### config.mk
export PLATFORM = sky130hd
export DESIGN_NAME = pq_dispatcher
export DESIGN_NICKNAME = d
export VERILOG_FILES = /design/src/rtl/pq_dispatcher.sv
export SDC_FILE = /design/constraint.sdc
export NUM_CORES = 1
export LEC_CHECK = 0
export BUFFER_PORTS_ARGS = -buffer_cell sky130_fd_sc_hd__buf_2
export CAP_MARGIN = 20
export CORE_MARGIN = 1.5
export CORE_UTILIZATION = 42
export CTS_CLUSTER_DIAMETER = 60
export DETAILED_ROUTE_END_ITERATION = 10
export PLACE_DENSITY = 0.84
export SETUP_SLACK_MARGIN = 0.5
export SLEW_MARGIN = 20
export SYNTH_ARGS = -nofsm -noshare
export SYNTH_HDL_FRONTEND = slang
export SYNTH_SLANG_ARGS = --single-unit
### constraint.sdc
create_clock -name clk -period 5.51 [get_ports clk]
set_clock_uncertainty 0.2 [all_clocks]
set_input_delay 0.2755 -clock clk [delete_from_list [all_inputs] [get_ports clk]]
set_output_delay 0.2755 -clock clk [all_outputs]
set_load 0.005 [all_outputs]
### src/rtl/pq_dispatcher.sv
// Dispatcher between an event stream and a min-heap priority queue.
// Arbitrates enqueue/dequeue commands and buffers one dequeued event.
module pq_dispatcher #(
    parameter int DWIDTH         = 16,
    parameter int HDEPTH         = 5,
    parameter int MAX_ENQ_STREAK = 4
) (
    input  logic              clk,
    input  logic              rst,
    input  logic              ev_in_valid,
    output logic              ev_in_ready,
    input  logic [DWIDTH-1:0] ev_in_data,
    output logic              ev_out_valid,
    input  logic              ev_out_ready,
    output logic [DWIDTH-1:0] ev_out_data,
    output logic              pq_enq,
    output logic              pq_deq,
    output logic [DWIDTH-1:0] pq_inp_data,
    input  logic [DWIDTH-1:0] pq_out_data,
    input  logic              pq_full,
    input  logic              pq_empty,
    input  logic              pq_ready,
    input  logic [HDEPTH-1:0] pq_elem_cnt
);

    localparam int SW = $clog2(MAX_ENQ_STREAK + 1);

    typedef enum logic [1:0] {
        IDLE,
        ENQ_WAIT,
        DEQ_WAIT
    } state_e;

    state_e            state_q, state_d;
    logic [SW-1:0]     streak_q, streak_d;
    logic              out_v_q, out_v_d;
    logic [DWIDTH-1:0] out_q, out_d;

    logic idle, force_deq, deq_ok, enq_fire, deq_fire;
    logic unused_cnt;

    // Element count is informational; pq_full/pq_empty carry the limits.
    assign unused_cnt = ^pq_elem_cnt;

    always_comb begin
        idle        = (state_q == IDLE);
        force_deq   = (streak_q >= SW'(MAX_ENQ_STREAK));
        deq_ok      = idle && pq_ready && !pq_empty && !out_v_q;
        ev_in_ready = !rst && idle && pq_ready && !pq_full
                      && !(force_deq && deq_ok);
        enq_fire    = ev_in_valid && ev_in_ready;
        deq_fire    = !rst && deq_ok && !enq_fire;
    end

    assign pq_enq       = enq_fire;
    assign pq_deq       = deq_fire;
    assign pq_inp_data  = enq_fire ? ev_in_data : '0;
    assign ev_out_valid = out_v_q;
    assign ev_out_data  = out_q;

    always_comb begin
        state_d  = state_q;
        streak_d = streak_q;
        out_v_d  = out_v_q;
        out_d    = out_q;
        unique case (state_q)
            IDLE: begin
                if (enq_fire) begin
                    state_d = ENQ_WAIT;
                    if (!force_deq) streak_d = streak_q + SW'(1);
                end else if (deq_fire) begin
                    state_d  = DEQ_WAIT;
                    streak_d = '0;
                end
            end
            ENQ_WAIT: state_d = IDLE;
            DEQ_WAIT: state_d = IDLE;
            default:  state_d = IDLE;
        endcase
        // A dequeue only fires with the buffer empty, so load wins over drain.
        if (deq_fire) begin
            out_v_d = 1'b1;
            out_d   = pq_out_data;
        end else if (out_v_q && ev_out_ready) begin
            out_v_d = 1'b0;
        end
    end

    always_ff @(posedge clk) begin
        if (rst) begin
            state_q  <= IDLE;
            streak_q <= '0;
            out_v_q  <= 1'b0;
            out_q    <= '0;
        end else begin
            state_q  <= state_d;
            streak_q <= streak_d;
            out_v_q  <= out_v_d;
            out_q    <= out_d;
        end
    end

endmodule

Word level (Yosys, flattened, before mapping)
Index checks and enable logic that the tools add are counted.
{"block": "word_totals", "reg_bits": 22, "input_bits": 44, "out_inout_bits": 36, "elab_cells": 41}
{"block": "classes", "addsub": 1, "magnitude_cmp": 1, "n_eq_ne": 1, "n_mux": 8, "bitwise_logic": 1, "n_reduce_logical": 24}
{"op": "$mux W16", "count": 1}
{"op": "$logic_and A1 B1 Y1", "count": 12}
{"op": "$mux W3", "count": 3}
{"op": "$logic_not A1 Y1", "count": 6}
{"op": "$mux W1", "count": 4}
{"op": "$reduce_bool A2 Y1", "count": 2}
{"op": "$add A3 B1 Y3 const B", "count": 1}
{"op": "$ge A3 B3 Y1 const B", "count": 1}
{"op": "$reduce_and A3 Y1", "count": 1}
{"op": "$reduce_or A3 Y1", "count": 1}
{"op": "$logic_not A2 Y1", "count": 1}
{"op": "$ne A2 B2 Y1 const B", "count": 1}
{"op": "$reduce_or A2 Y1", "count": 1}
{"op": "$not A1 Y1", "count": 1}

Logic depth before layout (Yosys ltp)
Gate-level depths: netlist (run 1).
{"block": "depth", "word_depth": 12, "mapped_depth": 4, "depth_no_buf": 4}

Worst setup path before layout (run 1)
OpenSTA, ideal clock, no wires.
{"block": "synth_timing", "path_type": "register -> output", "from": "register state_q[1]", "to": "output pq_inp_data[0]", "arrival_time_ps": 1610, "required_time_ps": 5035, "setup_slack_ps": 3425, "stages_incl_launch_ff": 5, "path_buffers": 1, "path_cell_list": "dfxtp_1 > or4b_4 > a2111oi_4 > buf_6 > and2_1"}
{"block": "synth_via", "elab_chain_cells": 9, "word_cells_on_any_way": 12, "classes_between": "1 x mux; 11 x reduce/logical"}
{"item": "start: declaration", "line_no": "34", "text": "state_e state_q, state_d;"}
{"item": "start signal: assignment", "line_no": "96", "text": "state_q <= state_d;"}
{"item": "$logic_not A2 Y1 (*)", "line_no": "46", "text": "idle = (state_q == IDLE);"}
{"item": "$logic_and A1 B1 Y1 (3 in a row)", "line_no": "48", "text": "deq_ok = idle && pq_ready && !pq_empty && !out_v_q;"}
{"item": "$logic_and A1 B1 Y1", "line_no": "50", "text": "&& !(force_deq && deq_ok);"}
{"item": "$logic_not A1 Y1", "line_no": "50"}
{"item": "$logic_and A1 B1 Y1 (*)", "line_no": "50"}
{"item": "$logic_and A1 B1 Y1 (*)", "line_no": "51", "text": "enq_fire = ev_in_valid && ev_in_ready;"}
{"item": "net pq_enq", "line_no": "16", "text": "output logic pq_enq,"}
{"item": "$mux W16 (*)", "line_no": "57", "text": "assign pq_inp_data = enq_fire ? ev_in_data : '0;"}
{"item": "end: declaration", "line_no": "18", "text": "output logic [DWIDTH-1:0] pq_inp_data,"}
The timed path passes the listed nets; every way through them passes the cells marked *.

Worst setup path in the final report (run 1)
{"block": "layout_timing", "from": "register state_q[1]", "to": "output pq_inp_data[0]"}
{"block": "layout_via", "elab_chain_cells": 9, "word_cells_on_any_way": 12, "classes_between": "1 x mux; 11 x reduce/logical"}
{"item": "$logic_not A2 Y1 (*)", "line_no": "46"}
{"item": "$logic_and A1 B1 Y1 (3 in a row)", "line_no": "48"}
{"item": "$logic_and A1 B1 Y1", "line_no": "50"}
{"item": "$logic_not A1 Y1", "line_no": "50"}
{"item": "$logic_and A1 B1 Y1 (*)", "line_no": "50"}
{"item": "$logic_and A1 B1 Y1 (*)", "line_no": "51"}
{"item": "$mux W16 (*)", "line_no": "57"}
Mark *: on every way between the ends. The rest lies on a longest branch, timed or not.

==> flow_results.xml, run 1 <==
<?xml version="1.0" encoding="UTF-8"?>
<metrics>
  <group name="drt">
    <metric name="drt-vias-per-instance" unit="">4.65</metric>
    <metric name="drt-pass1-iter-count" unit="">4</metric>
    <metric name="vias_after_detailed_routing" unit="">1042</metric>
    <metric name="route.antenna.remaining_nets" unit="">0</metric>
    <metric name="dr.first_iter.drc_count" unit="">4</metric>
    <metric name="totalWireLength" unit="µm">2680</metric>
    <metric name="drt_drc_violations_left" unit="">0</metric>
    <metric name="post_detailed_route_wirelength_per_cell" unit="µm">12.0</metric>
  </group>
  <group name="hold_path">
    <metric name="timing.hold.worst.class" unit="">in2reg</metric>
  </group>
  <group name="critical_path">
    <metric name="worst_path_dominant_cell_family" unit="">simple AND/OR/NAND/NOR gates</metric>
    <metric name="crit_path_start_kind" unit="">flip-flop</metric>
    <metric name="timing.critical_path.slowest_stage_cell" unit="">a2111oi_4</metric>
    <metric name="worstSetupPathType" unit="">reg2out</metric>
    <metric name="critical_path_arrival" unit="ns">2.25</metric>
    <metric name="timing.critical_path.cells" unit="">or4b_4 -&gt; a2111oi_4 -&gt; and2_1 -&gt; buf_2</metric>
    <metric name="timing.critical_path.slowest_cell_delay" unit="ns">0.67</metric>
    <metric name="critical_path.n_buffers_inverters" unit="">1</metric>
    <metric name="worst_setup_path_end_kind" unit="">output port</metric>
    <metric name="critPathRequiredTime" unit="ns">5.03</metric>
    <metric name="critical_path.max_fanout" unit="">17</metric>
  </group>
  <group name="synthesis">
    <metric name="synth_simple_gate_area_share" unit="">0.274</metric>
    <metric name="synthDominantAreaCellType" unit="">dfxtp_1</metric>
    <metric name="synthCells" unit="">103</metric>
    <metric name="synth_top_family_by_area" unit="">simple AND/OR/NAND/NOR gates</metric>
    <metric name="synth_sequential_area_ratio" unit="">0.416</metric>
    <metric name="synthTopCellsByArea" unit="">dfxtp_1 42%, mux2_2 17%, and2_1 9.4%</metric>
    <metric name="yosys_register_bits" unit="">22</metric>
    <metric name="yosysUniqueCellTypes" unit="">26</metric>
    <metric name="synth_mux_area_frac" unit="">0.170</metric>
    <metric name="synth-compound-area-share" unit="">0.0767</metric>
    <metric name="synth_fa_ha_area_frac" unit="">0.0236</metric>
    <metric name="synthesis.nets" unit="">149</metric>
    <metric name="post_synth_top_area_share" unit="">0.416</metric>
    <metric name="syn-mean-instance-area" unit="µm²">10.3</metric>
    <metric name="yosys_warnings" unit="">0</metric>
    <metric name="mappedNetlistArea" unit="mm²">0.00106</metric>
    <metric name="synthXorXnorAreaFrac" unit="">0</metric>
  </group>
  <group name="floorplanning">
    <metric name="die-width" unit="µm">53.2</metric>
    <metric name="boundaryPins" unit="">80</metric>
    <metric name="initial_utilization" unit="">0.436</metric>
    <metric name="design.die.area" unit="mm²">0.00283</metric>
    <metric name="placement_rows" unit="">18</metric>
    <metric name="core_area" unit="mm²">0.00243</metric>
    <metric name="floorplan.die.height" unit="µm">53.2</metric>
  </group>
  <group name="clock_tree">
    <metric name="insertion_delay_of_the_later_clocked_pin_in_the_worst_skew_pair" unit="ns">0.31</metric>
    <metric name="ctsLongestPathBuffers" unit="">2</metric>
    <metric name="root_buffer" unit="">clkbuf_4</metric>
    <metric name="cts_num_sinks" unit="">22</metric>
    <metric name="tritoncts" unit="">done</metric>
    <metric name="cts_repair_resize_count" unit="">0</metric>
    <metric name="cts-buffers-inserted" unit="">3</metric>
    <metric name="clkSlewWorstSetupHoldPaths" unit="ns">0.12</metric>
    <metric name="htreeDepth" unit="">1</metric>
  </group>
  <group name="sta">
    <metric name="fin_crit_sh" unit="">0.495</metric>
    <metric name="max_slew_margin" unit="">0.556</metric>
    <metric name="min_period" unit="ns">2.73</metric>
    <metric name="maxClockFrequency" unit="MHz">367</metric>
    <metric name="setup_violations" unit="">0</metric>
    <metric name="hold_viol" unit="">0</metric>
    <metric name="tns_setup" unit="ns">0</metric>
    <metric name="drv_slew" unit="">0</metric>
    <metric name="unrepaired_setup_endpoints_after_global_routing" unit="">false</metric>
    <metric name="worst_slew_pin_slew" unit="ns">0.666</metric>
  </group>
  <group name="global_routing">
    <metric name="wire_length_of_the_first_global_routing_pass" unit="µm">3720</metric>
    <metric name="grt_start_max_net_pins" unit="">23</metric>
    <metric name="grt.total_usage" unit="">0.183</metric>
    <metric name="first_global_vias" unit="">897</metric>
    <metric name="global_route.overflow_total" unit="">0</metric>
    <metric name="grt_antenna_before_repair" unit="">0</metric>
  </group>
  <group name="layout">
    <metric name="nets" unit="">241</metric>
    <metric name="postLayoutCoreUtil" unit="">0.685</metric>
    <metric name="syn_to_final_growth" unit="%">57.3</metric>
    <metric name="n_fill_cell" unit="">181</metric>
    <metric name="post_route_cells_drive_above_1_share" unit="">0.510</metric>
    <metric name="diodes" unit="">0</metric>
  </group>
  <group name="run">
    <metric name="maxCapViolations" unit="">0</metric>
  </group>
  <group name="status">
    <metric name="run_status" unit="">finished clean</metric>
  </group>
  <group name="power">
    <metric name="pwr_density_cell" unit="mW/mm²">208</metric>
    <metric name="worst_ir_drop_vdd" unit="µV">222</metric>
    <metric name="cellLeakagePower" unit="nW">0.879</metric>
  </group>
  <group name="place">
    <metric name="buffer_ports.inserted" unit="">74</metric>
    <metric name="dp_hpwl" unit="µm">1850</metric>
    <metric name="gp_routability_congestion" unit="">0.775</metric>
  </group>
</metrics>
logic make-up after synthesis:
kind of cell,after synthesis
AOI/OAI and AO/OA,9
DFF,22
adders and majority gates,2
muxes,16
buffers and inverters,9
and+or+nand+nor,45
placed cells by master, fill, tap and decap left out:
| cell | instances |
|---|---|
| nor3b_1 | 1 |
| o31ai_1 | 1 |
| nor2b_1 | 16 |
| nand3_2 | 1 |
| a2111oi_0 | 1 |
| and2_1 | 16 |
| mux2_2 | 16 |
| nand2_1 | 3 |
| nor2_1 | 2 |
| a211oi_1 | 1 |
| a311oi_1 | 1 |
| nand3_1 | 2 |
| or3b_2 | 1 |
| inv_1 | 5 |
| ha_1 | 2 |
| clkbuf_4 | 3 |
| a21oi_1 | 2 |
| buf_2 | 74 |
| dlygate4sd3_1 | 17 |
| a31oi_1 | 1 |
| o21ai_0 | 1 |
| nor4b_2 | 1 |
| bufinv_16 | 1 |
| or3_1 | 1 |
| or4b_4 | 1 |
| dfxtp_1 | 22 |
| a2111oi_4 | 1 |
report_power, final:
group | switching (mW) | internal, mW
clock network | 0.0475 | 0.0736
logic | 0.0212 | 0.0342
registers | 0.00361 | 0.166
total | 0.0723 | 0.274
through the flow:
step / cell area, µm² / setup WS (ns) / total power, mW / cells / hold WS (ns)
after floorplan: 1060 / 3.42 / 0.194 / 103 / 0.165
after global placement: 1440 / 3.01 / 0.217 / 203 / 0.281
after detailed placement: 1440 / 2.89 / 0.219 / 203 / 0.280
after CTS: 1670 / 2.75 / 0.350 / 224 / 0.0247
after global routing: 1670 / 2.65 / 0.362 / 224 / 0.0254
final: 1670 / 2.78 / 0.346 / 224 / 0.0336
cells in the mapped netlist, drive strengths merged:
cell,instances
nand2,3
or4b,1
clkbuf,2
nor4b,1
inv,5
nor3b,1
buf,2
or3b,1
nor2,2
o21ai,1
o31ai,1
nand3,3
dfxtp,22
nor2b,16
ha,2
a211oi,1
a21oi,2
or3,1
a311oi,1
and2,16
mux2,16
a2111oi,2
a31oi,1
final timing paths:
check	from	endpoint	slack, ns	cells after the start
setup / recovery	state_q[1]$_SDFFE_PP0P_	pq_inp_data[0]	2.78	4
hold / removal	pq_full	state_q[0]$_SDFFE_PP0P_	0.03	2
setup reg to reg	state_q[1]$_SDFFE_PP0P_	ev_out_data[11]$_SDFFE_PP0P_	3.47	3
hold reg to reg	ev_out_valid$_SDFFE_PP0P_	ev_out_valid$_SDFFE_PP0P_	0.30	2
registers in the layout (all words and copies together) (netlist names):
signal        flops
streak_q          3
ev_out_data      16
ev_out_valid      1
state_q           2
layout make-up:
class / instances / area, µm² / area share
clock inverter: 1 / 30.0 / 0.0180
sequential: 22 / 440 / 0.264
clock buffer: 3 / 22.5 / 0.0135
tap: 30 / 37.5 / 0.0225
timing repair buffer: 91 / 541 / 0.324
multi-input combinational: 72 / 577 / 0.346
inverter: 5 / 18.8 / 0.0113
metal layers:
metal | up-vias | GRT usage | part of all wire
met3 | 2 | 0.0452 | 0.059
met4 | 0 | 0.0385 | 0.0045
met2 | 42 | 0.364 | 0.56
li1 | 529 | - | -
met1 | 469 | 0.187 | 0.38
met5 | - | 0 | 0
what timing repair did:
| item | 4_1_cts | 5_1_grt |
|---|---|---|
| hold buffers | 17 | 0 |
| setup buffers | 0 | 0 |
| endpoints found under the hold margin | 17 | 0 |
Note: power is estimated with default switching activity, not from simulation.
==> run 2: changes to the inputs <==
CORE_UTILIZATION = 35   (was 42)
PLACE_DENSITY = 0.74   (was 0.84)
clock period = 2.2 ns   (was 5.51 ns; I/O delays follow)
==> run 2 against run 1 <==
Effect of this change:
- the flow now finishes with violations (DRC, setup timing)
- die area is 19% higher
- cell count increased by 8.5%
- core utilization grew 2.2 points
- first-iteration DRC count increased to 9.8 times the previous value
- combinational power increased to 3.4 times the previous value
- via count grew 11%
- critical endpoint is now pq_inp_data[11]
==> flow_results.xml, run 2 (synthesis gave the netlist of run 1 again) <==
<?xml version="1.0" encoding="UTF-8"?>
<metrics>
  <group name="critical_path">
    <metric name="critical_path.n_buffers_inverters" unit="">2</metric>
    <metric name="timing.critical_path.slowest_cell_delay" unit="ns">0.54</metric>
    <metric name="timing.critical_path.slowest_stage_cell" unit="">or4b_4</metric>
    <metric name="worst_path_dominant_cell_family" unit="">simple AND/OR/NAND/NOR gates</metric>
    <metric name="timing.critical_path.cells" unit="">or4b_4 -&gt; a2111oi_4 -&gt; buf_4 -&gt; and2_1 -&gt; buf_2</metric>
    <metric name="worstSetupPathType" unit="">reg2out</metric>
    <metric name="crit_path_start_kind" unit="">flip-flop</metric>
    <metric name="worst_setup_path_end_kind" unit="">output port</metric>
    <metric name="critical_path_arrival" unit="ns">1.93</metric>
    <metric name="critical_path.max_fanout" unit="">8</metric>
    <metric name="critPathRequiredTime" unit="ns">1.89</metric>
  </group>
  <group name="power">
    <metric name="net-switching-power" unit="mW">0.195</metric>
    <metric name="cellLeakagePower" unit="nW">1.05</metric>
    <metric name="internal_power" unit="mW">0.600</metric>
    <metric name="worst_ir_drop_vdd" unit="µV">280</metric>
    <metric name="pwr_density_cell" unit="mW/mm²">401</metric>
    <metric name="pwr-share-comb" unit="">0.240</metric>
    <metric name="clockPowerShare" unit="">0.227</metric>
    <metric name="power.share.switching" unit="">0.245</metric>
    <metric name="seq_power_share" unit="">0.533</metric>
  </group>
  <group name="clock_tree">
    <metric name="cts_num_sinks" unit="">22</metric>
    <metric name="ctsLongestPathBuffers" unit="">2</metric>
    <metric name="htreeDepth" unit="">1</metric>
    <metric name="clkSlewWorstSetupHoldPaths" unit="ns">0.12</metric>
    <metric name="insertion_delay_of_the_later_clocked_pin_in_the_worst_skew_pair" unit="ns">0.30</metric>
    <metric name="root_buffer" unit="">clkbuf_4</metric>
    <metric name="tritoncts" unit="">done</metric>
    <metric name="cts-buffers-inserted" unit="">3</metric>
  </group>
  <group name="sta">
    <metric name="fin_crit_sh" unit="">1.02</metric>
    <metric name="drv_slew" unit="">0</metric>
    <metric name="setup_violations" unit="">2</metric>
    <metric name="min_period" unit="ns">2.24</metric>
    <metric name="worst_hold_margin" unit="ns">0.0348</metric>
    <metric name="maxClockFrequency" unit="MHz">447</metric>
    <metric name="worst_slew_pin_slew" unit="ns">0.501</metric>
    <metric name="fin_ws" unit="ns">-0.0387</metric>
    <metric name="hold_viol" unit="">0</metric>
    <metric name="unrepaired_setup_endpoints_after_global_routing" unit="">true</metric>
    <metric name="max_slew_margin" unit="">0.658</metric>
    <metric name="tns_setup" unit="ns">-0.0507</metric>
  </group>
  <group name="global_routing">
    <metric name="grt_antenna_before_repair" unit="">0</metric>
    <metric name="grt.total_usage" unit="">0.204</metric>
    <metric name="wire_length_of_the_first_global_routing_pass" unit="µm">5240</metric>
    <metric name="grt_start_max_net_pins" unit="">14</metric>
    <metric name="first_global_vias" unit="">1183</metric>
    <metric name="global_route.overflow_total" unit="">0</metric>
  </group>
  <group name="floorplanning">
    <metric name="initial_utilization" unit="">0.378</metric>
    <metric name="placement_rows" unit="">19</metric>
    <metric name="die-width" unit="µm">58.0</metric>
    <metric name="design.die.area" unit="mm²">0.00337</metric>
    <metric name="floorplan.die.height" unit="µm">58.0</metric>
    <metric name="boundaryPins" unit="">80</metric>
    <metric name="core_area" unit="mm²">0.00281</metric>
  </group>
  <group name="run">
    <metric name="maxCapViolations" unit="">0</metric>
  </group>
  <group name="place">
    <metric name="gp_routability_congestion" unit="">0.756</metric>
    <metric name="buffer_ports.inserted" unit="">74</metric>
    <metric name="placed_cells" unit="">207</metric>
    <metric name="dp_hpwl" unit="µm">1960</metric>
  </group>
  <group name="layout">
    <metric name="diodes" unit="">0</metric>
    <metric name="post_route_cells_drive_above_1_share" unit="">0.590</metric>
    <metric name="syn_to_final_growth" unit="%">87.2</metric>
    <metric name="largest_reg_flops" unit="">16</metric>
    <metric name="nets" unit="">260</metric>
    <metric name="mostFrequentLayoutCells" unit="">65 x buf_2, 22 x dlygate4sd3_1, 20 x dfxtp_1</metric>
    <metric name="mostFrequentLayoutCell" unit="">buf_2</metric>
    <metric name="non_filler_cells_final" unit="">243</metric>
  </group>
  <group name="drt">
    <metric name="vias_after_detailed_routing" unit="">1158</metric>
    <metric name="totalWireLength" unit="µm">3390</metric>
    <metric name="drt-vias-per-instance" unit="">4.77</metric>
    <metric name="route.antenna.remaining_nets" unit="">0</metric>
    <metric name="post_detailed_route_wirelength_per_cell" unit="µm">14.0</metric>
    <metric name="dr.first_iter.drc_count" unit="">39</metric>
    <metric name="drt-pass1-iter-count" unit="">8</metric>
    <metric name="drt_drc_violations_left" unit="">5</metric>
  </group>
  <group name="status">
    <metric name="failed_checks" unit="">DRC, setup timing</metric>
    <metric name="run_status" unit="">finished, violations left</metric>
  </group>
  <group name="hold_path">
    <metric name="timing.hold.worst.class" unit="">in2reg</metric>
  </group>
</metrics>
-- run 2: changes by cell type in the layout (fill, tap and decap cells not counted), sizes merged --
cell and change:
bufinv -1, dlygate4sd3 +5, buf +14
-- run 2: power groups by stage --
stage / combinational, mW / clock [mW] / sequential [mW]
3_3_place_gp: 0.118 / 0 / 0.432
5_1_grt: 0.205 / 0.207 / 0.426
6_report: 0.191 / 0.181 / 0.423
2_1_floorplan: 0.0562 / 0 / 0.434
3_5_place_dp: 0.122 / 0 / 0.433
4_1_cts: 0.179 / 0.192 / 0.423
-- run 2: worst paths after layout --
| path | startpoint | cells after the start | end | slack (ns) |
|---|---|---|---|---|
| min | pq_empty | 3 | streak_q[0]$_SDFFE_PP0P_ | 0.03 |
| min reg2reg | ev_out_valid$_SDFFE_PP0P_ | 2 | ev_out_valid$_SDFFE_PP0P_ | 0.33 |
| max | state_q[1]$_SDFFE_PP0P_ | 5 | pq_inp_data[11] | -0.04 |
| max reg2reg | state_q[1]$_SDFFE_PP0P_ | 3 | state_q[0]$_SDFFE_PP0P_ | 0.31 |
-- run 2: layer usage --
layer,vias up,GRT usage,part of all wire
met5,-,0,0
met1,543,0.223,0.39
met4,0,0.0565,0.0035
li1,569,-,-
met3,2,0.0357,0.054
met2,44,0.396,0.55
-- run 2: metrics by stage --
step | power [mW] | worst slack (ns) | instance area, µm² | utilization
floorplan | 0.490 | 0.353 | 1080 | -
global placement | 0.550 | 0.283 | 1480 | 0.527
detailed placement | 0.555 | 0.229 | 1480 | 0.527
CTS | 0.794 | -0.00889 | 1940 | 0.691
global route | 0.838 | -0.128 | 1980 | 0.707
finish | 0.795 | -0.0387 | 1980 | 0.707
-- run 2: what timing repair did --
action | CTS | global route
endpoints found under the hold margin | 21 | 0
setup buffers | 9 | 1
endpoints found under the setup margin | 36 | 37
gates resized for setup | 39 | 9
hold buffers | 22 | 0
pin swaps | 10 | 2
cloned | 1 | 0
-- run 2: cell type report --
| type | instances | area, µm² |
|---|---|---|
| timing repair buffer | 110 | 778 |
| inverter | 5 | 18.8 |
| sequential | 22 | 445 |
| tap | 31 | 38.8 |
| clock buffer | 3 | 22.5 |
| fill | 214 | 821 |
| multi-input combinational | 72 | 681 |
-- run 2: worst register-to-register path, delay by kind of cell (launching register included) --
| family | cells | cell delay, ns |
|---|---|---|
| AO/OA/AOI/OAI | 1 | 0.49 |
| AND/OR/NAND/NOR | 1 | 0.54 |
| flip-flops | 1 | 0.34 |
| buffers and inverters | 1 | 0.17 |
